File: src/rtl/temp_hum_rx.sv
// ============================================================================
// temp_hum_rx : single-wire temperature/humidity sensor receiver.
//   Issues a start request, decodes the 40-bit pulse-width frame and checks it.
// Revision 1.0
// ============================================================================
`default_nettype none

module temp_hum_rx #(
  parameter int START_LOW_CYC  = 20,
  parameter int BIT_THRESH_CYC = 8,
  parameter int TIMEOUT_CYC    = 50,
  parameter int CNT_W          = 16
) (
  input  logic       pclk,
  input  logic       preset,
  input  logic       start,
  input  logic       sda_in,
  output logic       sda_oe,
  output logic       busy,
  output logic       done,
  output logic       err,
  output logic [1:0] err_code,
  output logic [7:0] hum_int,
  output logic [7:0] hum_dec,
  output logic [7:0] temp_int,
  output logic [7:0] temp_dec
);

  localparam logic [2:0] c_IDLE   = 3'd0;
  localparam logic [2:0] c_START  = 3'd1;
  localparam logic [2:0] c_REL    = 3'd2;
  localparam logic [2:0] c_RESP_L = 3'd3;
  localparam logic [2:0] c_RESP_H = 3'd4;
  localparam logic [2:0] c_BIT_L  = 3'd5;
  localparam logic [2:0] c_BIT_H  = 3'd6;
  localparam logic [2:0] c_CHECK  = 3'd7;

  localparam logic [CNT_W-1:0] c_START_LAST = CNT_W'(START_LOW_CYC - 1);
  localparam logic [CNT_W-1:0] c_TMO_LAST   = CNT_W'(TIMEOUT_CYC - 1);
  localparam logic [CNT_W-1:0] c_THRESH     = CNT_W'(BIT_THRESH_CYC);
  localparam logic [CNT_W-1:0] c_ONE        = CNT_W'(1);

  logic [2:0]       state_q, state_d;
  logic [CNT_W-1:0] cnt_q;
  logic             sda_s1_q, sda_s2_q, sda_s3_q;
  logic             rise_q, fall_q;
  logic [5:0]       idx_q;
  logic [39:0]      shift_q;
  logic             done_q, err_q;
  logic [1:0]       err_code_q;
  logic [31:0]      bytes_q;
  logic             w_tmo;
  logic             w_limit;
  logic             w_bit;
  logic [7:0]       w_sum;

  always_ff @(posedge pclk) begin
    if (preset) state_q <= c_IDLE;
    else        state_q <= state_d;
  end

  // An expected edge always takes priority over the timeout compare.
  always_comb begin
    state_d = state_q;
    w_tmo   = 1'b0;
    w_limit = (cnt_q >= c_TMO_LAST);
    case (state_q)
      c_IDLE:   if (start) state_d = c_START;
      c_START:  if (cnt_q >= c_START_LAST) state_d = c_REL;
      c_REL: begin
        if (fall_q)       state_d = c_RESP_L;
        else if (w_limit) begin state_d = c_IDLE; w_tmo = 1'b1; end
      end
      c_RESP_L: begin
        if (rise_q)       state_d = c_RESP_H;
        else if (w_limit) begin state_d = c_IDLE; w_tmo = 1'b1; end
      end
      c_RESP_H: begin
        if (fall_q)       state_d = c_BIT_L;
        else if (w_limit) begin state_d = c_IDLE; w_tmo = 1'b1; end
      end
      c_BIT_L: begin
        if (rise_q)       state_d = c_BIT_H;
        else if (w_limit) begin state_d = c_IDLE; w_tmo = 1'b1; end
      end
      c_BIT_H: begin
        if (fall_q)       state_d = (idx_q == 6'd39) ? c_CHECK : c_BIT_L;
        else if (w_limit) begin state_d = c_IDLE; w_tmo = 1'b1; end
      end
      c_CHECK:  state_d = c_IDLE;
      default:  state_d = c_IDLE;
    endcase
  end

  always_comb begin
    sda_oe = (state_q == c_START);
    busy   = (state_q != c_IDLE);
  end

  // cnt_q holds (high cycles - 1) when the closing falling edge is consumed.
  assign w_bit = (cnt_q >= c_THRESH);
  assign w_sum = shift_q[39:32] + shift_q[31:24] + shift_q[23:16] + shift_q[15:8];

  always_ff @(posedge pclk) begin
    if (preset) begin
      sda_s1_q   <= 1'b1;
      sda_s2_q   <= 1'b1;
      sda_s3_q   <= 1'b1;
      rise_q     <= 1'b0;
      fall_q     <= 1'b0;
      cnt_q      <= '0;
      idx_q      <= '0;
      shift_q    <= '0;
      done_q     <= 1'b0;
      err_q      <= 1'b0;
      err_code_q <= 2'b00;
      bytes_q    <= '0;
    end else begin
      sda_s1_q <= sda_in;
      sda_s2_q <= sda_s1_q;
      sda_s3_q <= sda_s2_q;
      rise_q   <= sda_s2_q & ~sda_s3_q;
      fall_q   <= ~sda_s2_q & sda_s3_q;
      if (state_d != state_q)  cnt_q <= '0;
      else if (cnt_q != '1)    cnt_q <= cnt_q + c_ONE;
      done_q <= 1'b0;
      err_q  <= 1'b0;
      if (state_q == c_RESP_H && fall_q) idx_q <= '0;
      if (state_q == c_BIT_H && fall_q) begin
        shift_q <= {shift_q[38:0], w_bit};
        idx_q   <= idx_q + 6'd1;
      end
      if (state_q == c_CHECK) begin
        if (w_sum == shift_q[7:0]) begin
          done_q     <= 1'b1;
          err_code_q <= 2'b00;
          bytes_q    <= shift_q[39:8];
        end else begin
          err_q      <= 1'b1;
          err_code_q <= 2'b10;
        end
      end
      if (w_tmo) begin
        err_q      <= 1'b1;
        err_code_q <= 2'b01;
      end
    end
  end

  assign done     = done_q;
  assign err      = err_q;
  assign err_code = err_code_q;
  assign hum_int  = bytes_q[31:24];
  assign hum_dec  = bytes_q[23:16];
  assign temp_int = bytes_q[15:8];
  assign temp_dec = bytes_q[7:0];

endmodule

`default_nettype wire

File: config.mk
export PLATFORM = sky130hd
export DESIGN_NAME = temp_hum_rx
export DESIGN_NICKNAME = d
export VERILOG_FILES = /design/src/rtl/temp_hum_rx.sv
export SDC_FILE = /design/constraint.sdc
export NUM_CORES = 1
export LEC_CHECK = 0
export BUFFER_PORTS_ARGS = -buffer_cell sky130_fd_sc_hd__buf_2
export CORE_MARGIN = 2
export CORE_UTILIZATION = 30
export DETAILED_ROUTE_END_ITERATION = 10
export HOLD_SLACK_MARGIN = 0.1
export SLEW_MARGIN = 40
export SYNTH_ARGS = -nofsm -noshare
export SYNTH_HDL_FRONTEND = slang
export SYNTH_SLANG_ARGS = --single-unit
export TNS_END_PERCENT = 50
File: constraint.sdc
create_clock -name pclk -period 7.79 [get_ports pclk]
set_input_delay 0.779 -clock pclk [delete_from_list [all_inputs] [get_ports pclk]]
set_output_delay 0.779 -clock pclk [all_outputs]
set_load 0.02 [all_outputs]
-- Word-level counts from Yosys, hierarchy flattened
Cells that the tools add are included.
- bits in registers: 106
- input port bits: 4
- output and inout bits: 38
- $add $sub $neg: 5
- magnitude comparators: 3
- equal/unequal tests: 11
- mux-type cells: 23
- bitwise logic cells: 5
- reduce and logical (&&, ||, !) cells: 12
- operators with widths (cell ; number):
    $add A8 B8 Y8 ; 3
    $mux W3 ; 8
    $pmux W3 S8 ; 1
    $add A16 B1 Y16 const B ; 1
    $ge A16 B4 Y1 const B ; 1
    $ge A16 B5 Y1 const B ; 1
    $ge A16 B6 Y1 const B ; 1
    $ne A16 B16 Y1 const B ; 1
    $eq A3 B3 Y1 const B ; 4
    $mux W6 ; 2
    $mux W1 ; 9
    $eq A8 B8 Y1 ; 1
    $reduce_or A2 Y1 ; 4
    $add A6 B1 Y6 const B ; 1
    $eq A3 B2 Y1 const B ; 2
    $eq A6 B6 Y1 const B ; 1
    $mux W2 ; 2
    $reduce_bool A2 Y1 ; 2
    $eq A3 B1 Y1 const B ; 1
    $logic_not A3 Y1 ; 1
    $ne A3 B3 Y1 ; 1
    $not A1 Y1 ; 3
    $reduce_bool A3 Y1 ; 1
    $reduce_or A3 Y1 ; 1
    other kinds (4) ; 6

-- Logic depth before layout (Yosys ltp)
- depth in word-level cells: 7
- depth in mapped cells: 13
- mapped depth without buffers: 12

-- Worst setup path after synthesis
No wires, ideal clock.
- path type: register to register
- start: register shift_q[9]
- end: register bytes_q[23]
- library setup time: 132 ps
- data arrival time: 3658 ps
- setup slack: 4000 ps
- cell stages (with the launch flop): 14
- buffers on the path: 1
- period minus slack after synthesis: 3790 ps
- cell sequence: dfxtp_1 -> fa_1 -> inv_1 -> fa_1 -> inv_1 -> ha_1 -> fa_1 -> xor3_1 -> nor4_1 -> o21ai_0 -> a2111o_1 -> buf_6 -> o21ai_2 -> a21oi_1
- longest elaborated chain between the ends: 3
- ends and longest elaborated chain (element ; RTL line ; RTL):
    start: declaration ; 48 ; logic [39:0] shift_q;
    start signal: assignment ; 130 ; shift_q <= {shift_q[38:0], w_bit};
    $add A8 B8 Y8 ; 102 ; assign w_sum = shift_q[39:32] + shift_q[31:24] + shift_q[23:16] + shift_q[15:8];
    $eq A8 B8 Y1 ; 134 ; if (w_sum == shift_q[7:0]) begin
    $reduce_and A2 Y1 (no line) ; - ;
    end signal: assignment ; 137 ; bytes_q <= shift_q[39:8];
    end: declaration ; 51 ; logic [31:0] bytes_q;
No other way between the ends.
A chain may end at the register's enable or synchronous reset.

-- Final worst setup path
- start: register shift_q[9]
- end: register bytes_q[31]
Same word-level chain as after synthesis.

==> metrics list <==
- Outcome: finished, final reports clean
- The critical path is of the flip-flop to flip-flop type.
- CTS saw 106 sinks.
* Highest cell delay on the worst timing path: 700 ps
- Crit path max-delay cell type: sky130_fd_sc_hd__a2111o_1
- The library cell used most frequently in the layout, excluding fill and tap cells, is sky130_fd_sc_hd__dfxtp_1.
- The path class of the tightest hold or removal check is flip-flop to flip-flop.
- In this run the worst path has a maximum fanout of 18.
- Along the worst hold path, the cell count comes to 1.
- Cell-by-cell listing of the critical path: fa_1 > inv_1 > fa_1 > inv_1 > ha_1 > fa_1 > xor3_1 > nor4_1 > o21ai_0 > a2111o_1 > buf_4 > o21ai_0 > a21oi_1
* I/O Pins: 42
- In this run, synthesis inferred 0 flip-flops with an integrated enable.
- For the worst-skew pair, the clock arrives at the later sink with an insertion delay of 350 ps.
- Met1 GRT Util: 0.179
* Power density over cell area: 185 nW/um2
- Total wire length: 11,100 um
* Worst voltage drop across the vdd grid: 0.000107 V
* Fraction of the mapped netlist area in simple logic gates: 0.207
- For this run, global-route usage on met3 was measured as 0.0282.
- Required time of the critical path: 8000 ps
- Data on the critical path arrives at its endpoint at 4580 ps.
* Mapped Nets: 616
- Drt first pass iters: 4
- Number of resized instances in the post-cts repair step: 0
- The number of global-route vias before repair came to 3,719.
- Number of core rows: 47
- TritonCTS built the clock tree.
- Setup tns final: 0 ps
* Global-route wire length before repair: 18,800 um
- The die covers 17,800 um2.
- For this design, the CTS-stage hold fixing added 0 buffers.
- Post-DP HPWL: 7560 um
- After the first detailed-routing iteration, the DRC count stood at 263.
* Worst path setup slack after routing: 3420 ps
- RSZ-0062 raised after global routing: false
* Worst path buffer plus inverter count: 3
* CTS clk-pin slew, worst paths: 70 ps
- Via-to-Cell Ratio: 4.91
- Reg2reg start: shift_q[9]
* Max_cap viols: 0
- For this run, global-route usage on met2 was measured as 0.202.
* Worst Tran Pin Value: 808 ps
* Total Nets Final: 637
- Entering global routing, the biggest net connects 87 pins.
- In this run, CTS created clock tree buffers numbering 9.
- Setup violations remaining at the end of the flow were counted as 0.
* Setup crit start kind: flip-flop
* Clock Skew: 12.1 ps
- Dominant combinational cell family by area after synthesis: simple AND/OR/NAND/NOR gates
- In this run the critical register-to-register path is captured at bytes_q[31].
- Die span in y: 133 um
* Vias: 4,085
- Routability-driven placement finished with a final weighted congestion of 0.782.
* Effective utilization at floorplan: 0.305
- Number of distinct library cells after synthesis: 54
- A synthesized cell averages 8.58 um2.
- Post-synthesis share of cell area spent on full adders, half adders and majority gates: 0.0856
- Minimum setup slack after placement: 3410 ps
- Number of routed nets with antenna violations: 0
- Number of antenna violations at the first check in global routing: 0
* Setup repair bufs after CTS: 0
- Total DRC errors in the routed layout: 0
* Post-Syn Area: 5030 um2
- Maximum frequency from static timing analysis: 229 MHz
- For this run, the number of Yosys warnings is 0.
- Number of cells on the worst reg-to-reg path: 13
* Total overflow reported by the global router: 0
- The number of antenna diodes in the final layout is 0.
- Summing all placed instances gives a cell area of 5440 um2.
* Prevailing post-synth register cell: sky130_fd_sc_hd__dfxtp_1
- For this run, the total global-route usage over all layers was measured as 0.128.
* Endpoint of the worst hold path: sda_s2_q
- Crit path time final: 4370 ps
- Worst Min Path Start: sda_s1_q
* Grt peak-use layer: met2
- Sequential-to-total area share from yosys stat: 0.422
- The post-synthesis compound-gate area fraction was 0.171.
* Post-route clock period utilization: 0.561
* Post-Synth XOR/XNOR Area: 0.0622
- Worst-case clock buffer depth: 2
- Relative to the synthesized area, the layout overhead comes to 14.8%.
- Cell family with most CP delay: adder cells
* PortBufs: 41
* Leakage power total: 2.13 nW
- Synthesized instance count: 586
- In this run, synthesis produced a sequential element count of 106.
* Wire per inst: 13.4 um
- The portion of synthesized area spent on multiplexers is 0.00199.
- The final number of hold-violating endpoints came to 0.
- Commonest cells after routing, fill and taps aside: sky130_fd_sc_hd__dfxtp_1, sky130_fd_sc_hd__nand2_1, sky130_fd_sc_hd__a21oi_1
- Design area: 5770 um2
- Worst setup EP type: flip-flop
* FF-to-FF setup slack: 3420 ps
- CTS built an H-tree with a depth of 3.
- Share of post-route cells with drive strength above 1: 0.144
* Clk root buf: sky130_fd_sc_hd__clkbuf_16
* Core Region: 16,500 um2
* Worst slew slack as a fraction of its limit: 0.459
- Fin. max-slew vios: 0
- Cell repeated most along the worst path: sky130_fd_sc_hd__fa_1
- Share of flip-flops with an asynchronous set or reset: 0
- Measured along the x axis, the die boundary spans 133 um.
[sequential cells by signal, indices dropped and copies added (netlist names), 2 cells and up]
name / flops
err_code: 2
idx_q: 6
cnt_q: 16
shift_q: 40
bytes_q: 32
state_q: 3
[cells by family (layout without fill, tap and decap cells)]
| group | count (synthesis) | after routing |
|---|---|---|
| XOR/XNOR | 30 | 30 |
| flip-flops | 106 | 106 |
| AO/OA/AOI/OAI | 148 | 148 |
| buffers and inverters | 58 | 84 |
| AND/OR/NAND/NOR | 217 | 217 |
| adder cells (fa/ha/maj) | 26 | 26 |
| multiplexers | 1 | 1 |
[worst max path at each step]
stage	from	end	slack [ps]	cells after the start
after global routing	shift_q[9]	bytes_q[31]	3110	13
after floorplan	shift_q[9]	bytes_q[23]	4000	13
after global placement	shift_q[9]	bytes_q[0]	3460	13
after CTS	shift_q[9]	bytes_q[31]	3420	13
final	shift_q[9]	bytes_q[31]	3420	13
after detailed placement	shift_q[9]	bytes_q[31]	3410	13
[per-stage QoR]
step | util | instances | hold WS [ps] | total power, mW
floorplan | - | 586 | 389 | 0.575
finish | 0.351 | 832 | 412 | 1.07
detailed placement | 0.330 | 816 | 396 | 0.581
global placement | 0.328 | 814 | 393 | 0.580
global route | 0.351 | 832 | 423 | 1.11
CTS | 0.351 | 832 | 413 | 1.08
[routing by layer]
metal,up-vias,part of all wire
met5,-,0
met4,0,0.0087
met3,9,0.031
met2,60,0.47
met1,1932,0.49
li1,2084,-
[synth_stat cells (3+ instances only)]
cell,n,area [um2]
sky130_fd_sc_hd__buf_6,3,33.8
sky130_fd_sc_hd__o21ai_1,20,100
sky130_fd_sc_hd__inv_1,18,67.6
sky130_fd_sc_hd__nand4_1,37,231
sky130_fd_sc_hd__ha_1,12,150
sky130_fd_sc_hd__nor2_1,39,146
sky130_fd_sc_hd__or2_2,3,18.8
sky130_fd_sc_hd__o21ai_2,8,70.1
sky130_fd_sc_hd__xnor2_1,12,105
sky130_fd_sc_hd__clkbuf_1,28,105
sky130_fd_sc_hd__and3_1,4,25.0
sky130_fd_sc_hd__nor3_1,6,30.0
sky130_fd_sc_hd__nand2_1,98,368
sky130_fd_sc_hd__a211oi_1,5,37.5
sky130_fd_sc_hd__a21oi_1,84,420
sky130_fd_sc_hd__dfxtp_1,106,2120
sky130_fd_sc_hd__buf_2,7,35.0
sky130_fd_sc_hd__xor2_1,14,123
sky130_fd_sc_hd__nand3_1,11,55.1
sky130_fd_sc_hd__fa_1,14,280
sky130_fd_sc_hd__o21ai_0,13,65.1
sky130_fd_sc_hd__a21o_1,3,22.5
[worst reg2reg max path, cell delays in order, from the launching register on]
cell	delay, ps
sky130_fd_sc_hd__dfxtp_1	350
sky130_fd_sc_hd__fa_1	540
sky130_fd_sc_hd__inv_1	50
sky130_fd_sc_hd__fa_1	500
sky130_fd_sc_hd__inv_1	40
sky130_fd_sc_hd__ha_1	210
sky130_fd_sc_hd__fa_1	400
sky130_fd_sc_hd__xor3_1	350
sky130_fd_sc_hd__nor4_1	260
sky130_fd_sc_hd__o21ai_0	230
sky130_fd_sc_hd__a2111o_1	700
sky130_fd_sc_hd__buf_4	340
sky130_fd_sc_hd__o21ai_0	180
sky130_fd_sc_hd__a21oi_1	80
[power by group]
part | internal, mW | leakage, nW | switching, mW | total (mW)
logic | 0.00636 | 1.11 | 0.0152 | 0.0215
registers | 0.543 | 0.855 | 0.00248 | 0.546
clock network | 0.289 | 0.164 | 0.213 | 0.502
[area by class of cell]
type	count	area (um2)
Tap cell	220	275
Sequential cell	106	2120
Clock buffer	9	225
Multi-Input combinational cell	422	2680
Clock inverter	7	109
Inverter	18	67.6
Timing Repair Buffer	50	292
Fill cell	1720	10700
No activity file was read; power rests on OpenSTA's default activity.
